==> config.mk <==
export PLATFORM = sky130hd
export DESIGN_NAME = prog_sequencer_flat
export DESIGN_NICKNAME = d
export VERILOG_FILES = /design/src/rtl/prog_sequencer_pkg.sv /design/src/rtl/prog_sequencer_if.sv /design/src/rtl/prog_sequencer.sv /design/src/flat_wrapper.sv
export SDC_FILE = /design/constraint.sdc
export NUM_CORES = 1
export LEC_CHECK = 0
export CAP_MARGIN = 0
export CORE_ASPECT_RATIO = 0.6
export CORE_UTILIZATION = 44
export CTS_CLUSTER_DIAMETER = 60
export DETAILED_ROUTE_END_ITERATION = 10
export GPL_TIMING_DRIVEN = 0
export PLACE_DENSITY = 0.75
export SYNTH_ARGS = -nofsm -noshare
export SYNTH_HDL_FRONTEND = slang
export SYNTH_SLANG_ARGS = --single-unit
==> constraint.sdc <==
create_clock -name CLK -period 1.95 [get_ports CLK]
set_clock_uncertainty 0.15 [all_clocks]
set_input_delay 0.39 -clock CLK [delete_from_list [all_inputs] [get_ports CLK]]
set_output_delay 0.39 -clock CLK [all_outputs]
set_load 0.02 [all_outputs]
==> src/rtl/prog_sequencer_pkg.sv <==
// Shared types and default constants for the program run sequencer.
//   seq_state_t      : sequencer state encoding (IDLE, LAUNCH, RUN, REPORT)
//   DEF_START_CYC    : default number of cycles the core is held in init
//   DEF_CW           : default cycle-counter width
//   DEF_TIMEOUT_CYC  : default watchdog limit in RUN cycles
package definitions;

    typedef enum logic [1:0] {
        IDLE   = 2'd0,
        LAUNCH = 2'd1,
        RUN    = 2'd2,
        REPORT = 2'd3
    } seq_state_t;

    localparam int          DEF_START_CYC   = 2;
    localparam int          DEF_CW          = 16;
    localparam int unsigned DEF_TIMEOUT_CYC = 60000;

endpackage

==> src/rtl/prog_sequencer_if.sv <==
// Host-side handshake bundle of the program run sequencer.
//   go, prog_id, ack : run request, program number, result acknowledge (host -> sequencer)
//   busy, done       : sequencer activity and result-valid flags
//   timeout          : run ended by watchdog (valid with done)
//   cycle_count      : halt-low RUN cycles of the last run (valid with done)
//   err              : one-cycle pulse on a request with an illegal program number
//   runs_done        : count of completed runs, wraps at 256
// master = host bench, slave = sequencer.
interface prog_sequencer_if #(
    parameter int CW = 16
);
    logic          go;
    logic [1:0]    prog_id;
    logic          ack;
    logic          busy;
    logic          done;
    logic          timeout;
    logic [CW-1:0] cycle_count;
    logic          err;
    logic [7:0]    runs_done;

    modport master (
        output go, prog_id, ack,
        input  busy, done, timeout, cycle_count, err, runs_done
    );

    modport slave (
        input  go, prog_id, ack,
        output busy, done, timeout, cycle_count, err, runs_done
    );
endinterface

==> src/rtl/prog_sequencer.sv <==
// Run controller for the 9-bit core: holds the core in init while idle,
// launches a selected program, measures its run length until halt or
// watchdog, and reports the result to the host with a done/ack handshake.
// Ports:
//   CLK        : clock, rising edge
//   reset_n    : asynchronous active-low reset
//   host       : host handshake bundle (slave side), see prog_sequencer_if
//   dut_halt   : halt flag from the core
//   dut_start  : start/init drive to the core
//   prog_sel   : registered program select to the core
//
// state  | meaning
// IDLE   | core held in init, waiting for go
// LAUNCH | core held in init for START_CYC cycles, halt ignored
// RUN    | core released, counting halt-low cycles
// REPORT | result presented with done, core frozen, waiting for ack
module prog_sequencer
    import definitions::*;
#(
    parameter int          NPROG       = 3,
    parameter int          START_CYC   = DEF_START_CYC,
    parameter int          CW          = DEF_CW,
    parameter int unsigned TIMEOUT_CYC = DEF_TIMEOUT_CYC
) (
    input  logic                    CLK,
    input  logic                    reset_n,
    prog_sequencer_if.slave         host,
    input  logic                    dut_halt,
    output logic                    dut_start,
    output logic [1:0]              prog_sel
);

    localparam int SW = $clog2(START_CYC + 1);
    localparam logic [SW-1:0] START_LAST = SW'(START_CYC - 1);
    // The watchdog fires on the edge that would bring the count to the limit,
    // so cycle_count ends exactly at TIMEOUT_CYC.
    localparam logic [CW-1:0] WDOG_LAST  = CW'(TIMEOUT_CYC - 1);

    seq_state_t    state;
    seq_state_t    state_next;
    logic [SW-1:0] start_cnt;
    logic [CW-1:0] cycle_count;
    logic          timeout_q;
    logic          err_q;
    logic [7:0]    runs_done;

    logic          go_ok;
    logic          go_bad;
    logic          run_wdog;
    logic          report_ack;

    always_ff @(posedge CLK or negedge reset_n) begin
        if (!reset_n) begin
            state <= IDLE;
        end else begin
            state <= state_next;
        end
    end

    always_comb begin
        state_next = state;
        go_ok      = 1'b0;
        go_bad     = 1'b0;
        run_wdog   = 1'b0;
        report_ack = 1'b0;
        case (state)
            IDLE: begin
                if (host.go) begin
                    if (int'(host.prog_id) < NPROG) begin
                        go_ok      = 1'b1;
                        state_next = LAUNCH;
                    end else begin
                        go_bad = 1'b1;
                    end
                end
            end
            LAUNCH: begin
                if (start_cnt == START_LAST) begin
                    state_next = RUN;
                end
            end
            RUN: begin
                // Halt has priority over a coincident watchdog expiry.
                if (dut_halt) begin
                    state_next = REPORT;
                end else if (cycle_count == WDOG_LAST) begin
                    run_wdog   = 1'b1;
                    state_next = REPORT;
                end
            end
            REPORT: begin
                if (host.ack) begin
                    report_ack = 1'b1;
                    state_next = IDLE;
                end
            end
            default: state_next = IDLE;
        endcase
    end

    always_ff @(posedge CLK or negedge reset_n) begin
        if (!reset_n) begin
            start_cnt   <= '0;
            cycle_count <= '0;
            timeout_q   <= 1'b0;
            err_q       <= 1'b0;
            runs_done   <= '0;
            prog_sel    <= '0;
        end else begin
            err_q <= go_bad;
            if (go_ok) begin
                prog_sel    <= host.prog_id;
                start_cnt   <= '0;
                cycle_count <= '0;
                timeout_q   <= 1'b0;
            end
            if (state == LAUNCH) begin
                start_cnt <= start_cnt + SW'(1);
            end
            if (state == RUN && !dut_halt) begin
                cycle_count <= cycle_count + CW'(1);
            end
            if (run_wdog) begin
                timeout_q <= 1'b1;
            end
            if (report_ack) begin
                runs_done <= runs_done + 8'd1;
            end
        end
    end

    // Outputs decode registered state only.
    assign dut_start        = (state == IDLE) || (state == LAUNCH);
    assign host.busy        = (state != IDLE);
    assign host.done        = (state == REPORT);
    assign host.timeout     = timeout_q;
    assign host.cycle_count = cycle_count;
    assign host.err         = err_q;
    assign host.runs_done   = runs_done;

endmodule

==> src/flat_wrapper.sv <==
// flat-port wrapper written by rule: the top's interface ports become plain ports
module prog_sequencer_flat import definitions::*;
#(
    parameter int          NPROG       = 3,
    parameter int          START_CYC   = DEF_START_CYC,
    parameter int          CW          = DEF_CW,
    parameter int unsigned TIMEOUT_CYC = DEF_TIMEOUT_CYC
)
  (CLK, reset_n, dut_halt, dut_start, prog_sel, host_go, host_prog_id, host_ack, host_busy, host_done, host_timeout, host_cycle_count, host_err, host_runs_done);
  prog_sequencer_if #(.CW(CW)) host_i ();
  input  logic CLK;
  input  logic reset_n;
  input  logic dut_halt;
  output logic dut_start;
  output logic [1:0] prog_sel;
  input wire logic [$bits(host_i.go)-1:0] host_go;
  input wire logic [$bits(host_i.prog_id)-1:0] host_prog_id;
  input wire logic [$bits(host_i.ack)-1:0] host_ack;
  output wire logic [$bits(host_i.busy)-1:0] host_busy;
  output wire logic [$bits(host_i.done)-1:0] host_done;
  output wire logic [$bits(host_i.timeout)-1:0] host_timeout;
  output wire logic [$bits(host_i.cycle_count)-1:0] host_cycle_count;
  output wire logic [$bits(host_i.err)-1:0] host_err;
  output wire logic [$bits(host_i.runs_done)-1:0] host_runs_done;
  assign host_i.go = host_go;
  assign host_i.prog_id = host_prog_id;
  assign host_i.ack = host_ack;
  assign host_busy = host_i.busy;
  assign host_done = host_i.done;
  assign host_timeout = host_i.timeout;
  assign host_cycle_count = host_i.cycle_count;
  assign host_err = host_i.err;
  assign host_runs_done = host_i.runs_done;
  prog_sequencer #(.NPROG(NPROG), .START_CYC(START_CYC), .CW(CW), .TIMEOUT_CYC(TIMEOUT_CYC)) u_core (.CLK(CLK), .reset_n(reset_n), .host(host_i), .dut_halt(dut_halt), .dut_start(dut_start), .prog_sel(prog_sel));
endmodule
==> results.py, run 1 <==
metrics = {
    "setup_path": {
        "critPathMaxFanout": 6,
        "cp-start-kind": "register",
        "critical_path.slowest_cell": "clkdlybuf4s50_1",
        "cp-end-kind": "output port",
        "critPathKind": "register to output port",
        "cp.required_ns": 1.41,
        "path_cells": "clkdlybuf4s50_1",
        "cp_slowest_stage_delay_ns": 0.64,
        "arrival_ns": 1.38,
        "cpLargestDelayFamily": "buffers and inverters",
        "path_buf_inv": 1,
    },
    "pwr": {
        "power_density_mw_per_mm2": 1155,
        "power_mw": 2.582,
        "irDropWorstVdd_mv": 0.8102,
        "power.leakage_nw": 1.054,
    },
    "timing": {
        "max_slew_margin_pct": 46.86,
        "hold_slack_ns": 0.3349,
        "worst_pin_slew_ns": 0.7946,
        "rsz0062_at_grt": "yes",
        "timing.fmax_mhz": 521.5,
        "final_hold_viol_count": 0,
        "finalSetupViolCount": 0,
        "timing.final.crit_share_pct": 98.33,
        "final.setup.tns_ns": 0,
        "fin_ws_ns": 0.03252,
        "finalMaxSlewViolations": 0,
        "period_needed_ns": 1.917,
    },
    "synth": {
        "synth_top_area_share_pct": 49.38,
        "syn_avg_cell_area_um2": 10.01,
        "syn-cell-area_mm2": 0.001622,
        "ys_types": 36,
        "synth_area_leaders": "dfrtp_1 (49%), ha_1 (6.2%), nand2_1 (5.3%), nand3_1 (4.0%), o21ai_0 (4.0%)",
        "syn_nets": 177,
        "ys_ff_latch": 32,
        "synth_cells": 162,
        "synth_seq_area_share_pct": 49.38,
        "synth_edf_count": 0,
        "synth-main-ff-cell": "dfrtp_1",
        "synth_async_sr_flop_share_pct": 100.0,
        "synth_top_area_cell": "dfrtp_1",
        "synth_warnings": 0,
    },
    "run": {
        "drv_cap": 0,
    },
    "drt": {
        "firstDrtPassIters": 4,
        "wl_per_cell_um": 15.87,
        "drt_iter0_drc": 79,
        "vias": 1436,
        "drt-total-wl_um": 4063,
        "drc": 0,
        "vias_per_cell": 5.609,
        "ant_nets": 0,
    },
    "die": {
        "start_util_pct": 47.93,
        "fp-row-count": 16,
        "die_h_um": 49.03,
        "die_x_um": 80.37,
        "core-area_mm2": 0.003383,
        "num_io_pins": 38,
        "die_area_mm2": 0.003940,
    },
    "finish": {
        "nNetsFinal": 225,
        "layout.cells.most_common": "clkdlybuf4s50_1",
        "area_growth_syn_to_layout_pct": 37.81,
        "drive_above_1_share_pct": 16.11,
        "mostFrequentLayoutCells": "clkdlybuf4s50_1 (29), dfrtp_1 (27), nand2_1 (23)",
        "antennaDiodeCount": 0,
    },
    "clock_tree": {
        "clockBufferDepth": 2,
        "cts.clk_slew.worst_paths_ns": 0.06,
        "htreeDepth": 2,
        "clk_latency_ns": 0.28,
        "cts_tree": "done",
        "cts.sinks": 32,
        "root_buffer": "clkbuf_8",
        "cts_inserted_buffers": 5,
    },
    "grt": {
        "grt_max_degree": 19,
        "grt_antenna_before_repair": 0,
        "grt_pass1_wl_um": 6775,
        "overflow": 0,
        "grt_use_total_pct": 23.61,
        "grt_pass1_vias": 1454,
    },
    "run_status": {
        "outcome": "complete, no violations",
    },
    "worst_hold_path": {
        "hold_class": "register to register",
    },
    "placement": {
        "dp_hpwl_um": 3043,
        "dp_slack_ns": -0.2358,
        "place.gp.congestion": 0.7988,
        "port_buffers": 37,
    },
}
[kinds of logic (layout without fill, tap and decap cells)]
family | after synthesis | after routing | synth area share, %
and+or+nand+nor | 72 | 72 | 22.45
muxes | 7 | 7 | 4.707
AOI/OAI and AO/OA | 30 | 30 | 12.11
buffers and inverters | 6 | 55 | 1.389
adders and majority gates | 8 | 8 | 6.173
DFF | 32 | 32 | 49.38
xor gates and xnor gates | 7 | 7 | 3.781
[stage by stage]
stage                     instance area, um^2  util [%]  cells
final                                    2235     66.05    256
after global routing                     2235     66.05    256
after CTS                                2177     64.35    253
after detailed placement                 2077     61.39    245
after global placement                   2049     60.58    244
after floorplan                          1623         -    162
[sequential cells by signal, indices dropped and copies added, names as in the netlist]
name	count
u_core.host.runs_done	8
u_core.state	2
u_core.host.err	1
u_core.host.cycle_count	16
u_core.host.timeout	1
u_core.start_cnt	2
u_core.prog_sel	2
[report_power, final]
part / switching [mW] / internal, mW
clock: 0.231 / 0.287
combinational: 0.606 / 0.500
sequential: 0.148 / 0.809
[final timing paths]
path | slack (ns) | cells after the start | endpoint | start
worst max-delay path | 0.03 | 1 | host_cycle_count[13] | u_core.host.cycle_count[13]
worst min-delay path | 0.33 | 1 | u_core.host.runs_done[7] | u_core.host.runs_done[7]
worst max register to register | 0.07 | 5 | u_core.state[1] | u_core.host.cycle_count[0]
worst min register to register | 0.33 | 1 | u_core.host.runs_done[7] | u_core.host.runs_done[7]
max in group asynchronous | 0.67 | 2 | u_core.host.cycle_count[4] | reset_n
min in group asynchronous | 0.42 | 1 | u_core.host.runs_done[1] | reset_n
[cell type report]
| type | count | area, um^2 |
|---|---|---|
| buffer | 1 | 5.005 |
| clock buffer | 8 | 90.09 |
| fill | 255 | 1149 |
| inverter | 5 | 18.77 |
| multi-input combinational | 124 | 839.6 |
| sequential | 32 | 807.0 |
| tap | 45 | 56.30 |
| timing repair buffer | 41 | 417.9 |
[cells in the mapped netlist, types with 2 or more instances]
| library cell | count |
|---|---|
| a21oi_1 | 2 |
| a22o_1 | 2 |
| a31oi_1 | 2 |
| and3_1 | 2 |
| dfrtp_1 | 32 |
| ha_1 | 8 |
| inv_1 | 5 |
| mux2i_1 | 5 |
| nand2_1 | 23 |
| nand2b_1 | 2 |
| nand3_1 | 13 |
| nand4_1 | 5 |
| nand4b_1 | 2 |
| nor2_1 | 15 |
| nor3_1 | 4 |
| o21ai_0 | 13 |
| o311ai_1 | 2 |
| o41ai_1 | 2 |
| xnor2_1 | 3 |
| xor2_1 | 4 |
[per-layer routing]
metal	up-vias	part of all wire [%]	GRT usage [%]
met4	0	1.4	11.61
met5	-	0	0
met1	696	49	32.69
met2	48	44	33.62
li1	686	-	-
met3	6	6.1	6.916
[what timing repair did]
action,CTS,global route
gates resized for setup,11,19
setup endpoints to repair,12,21
pin swaps,1,2
setup buffers,0,3
endpoints found under the hold margin,0,0
hold buffers,0,0
Note: power is estimated with default switching activity, not from simulation.
==> inputs of run 2 (changes only) <==
--- a/config.mk
+++ b/config.mk
@@ -15,3 +15,4 @@
 export SYNTH_ARGS = -nofsm -noshare
 export SYNTH_HDL_FRONTEND = slang
 export SYNTH_SLANG_ARGS = --single-unit
+export TNS_END_PERCENT = 50
==> results of run 2 <==
Same layout as run 1: the final DEF is identical, and so are final timing and power.
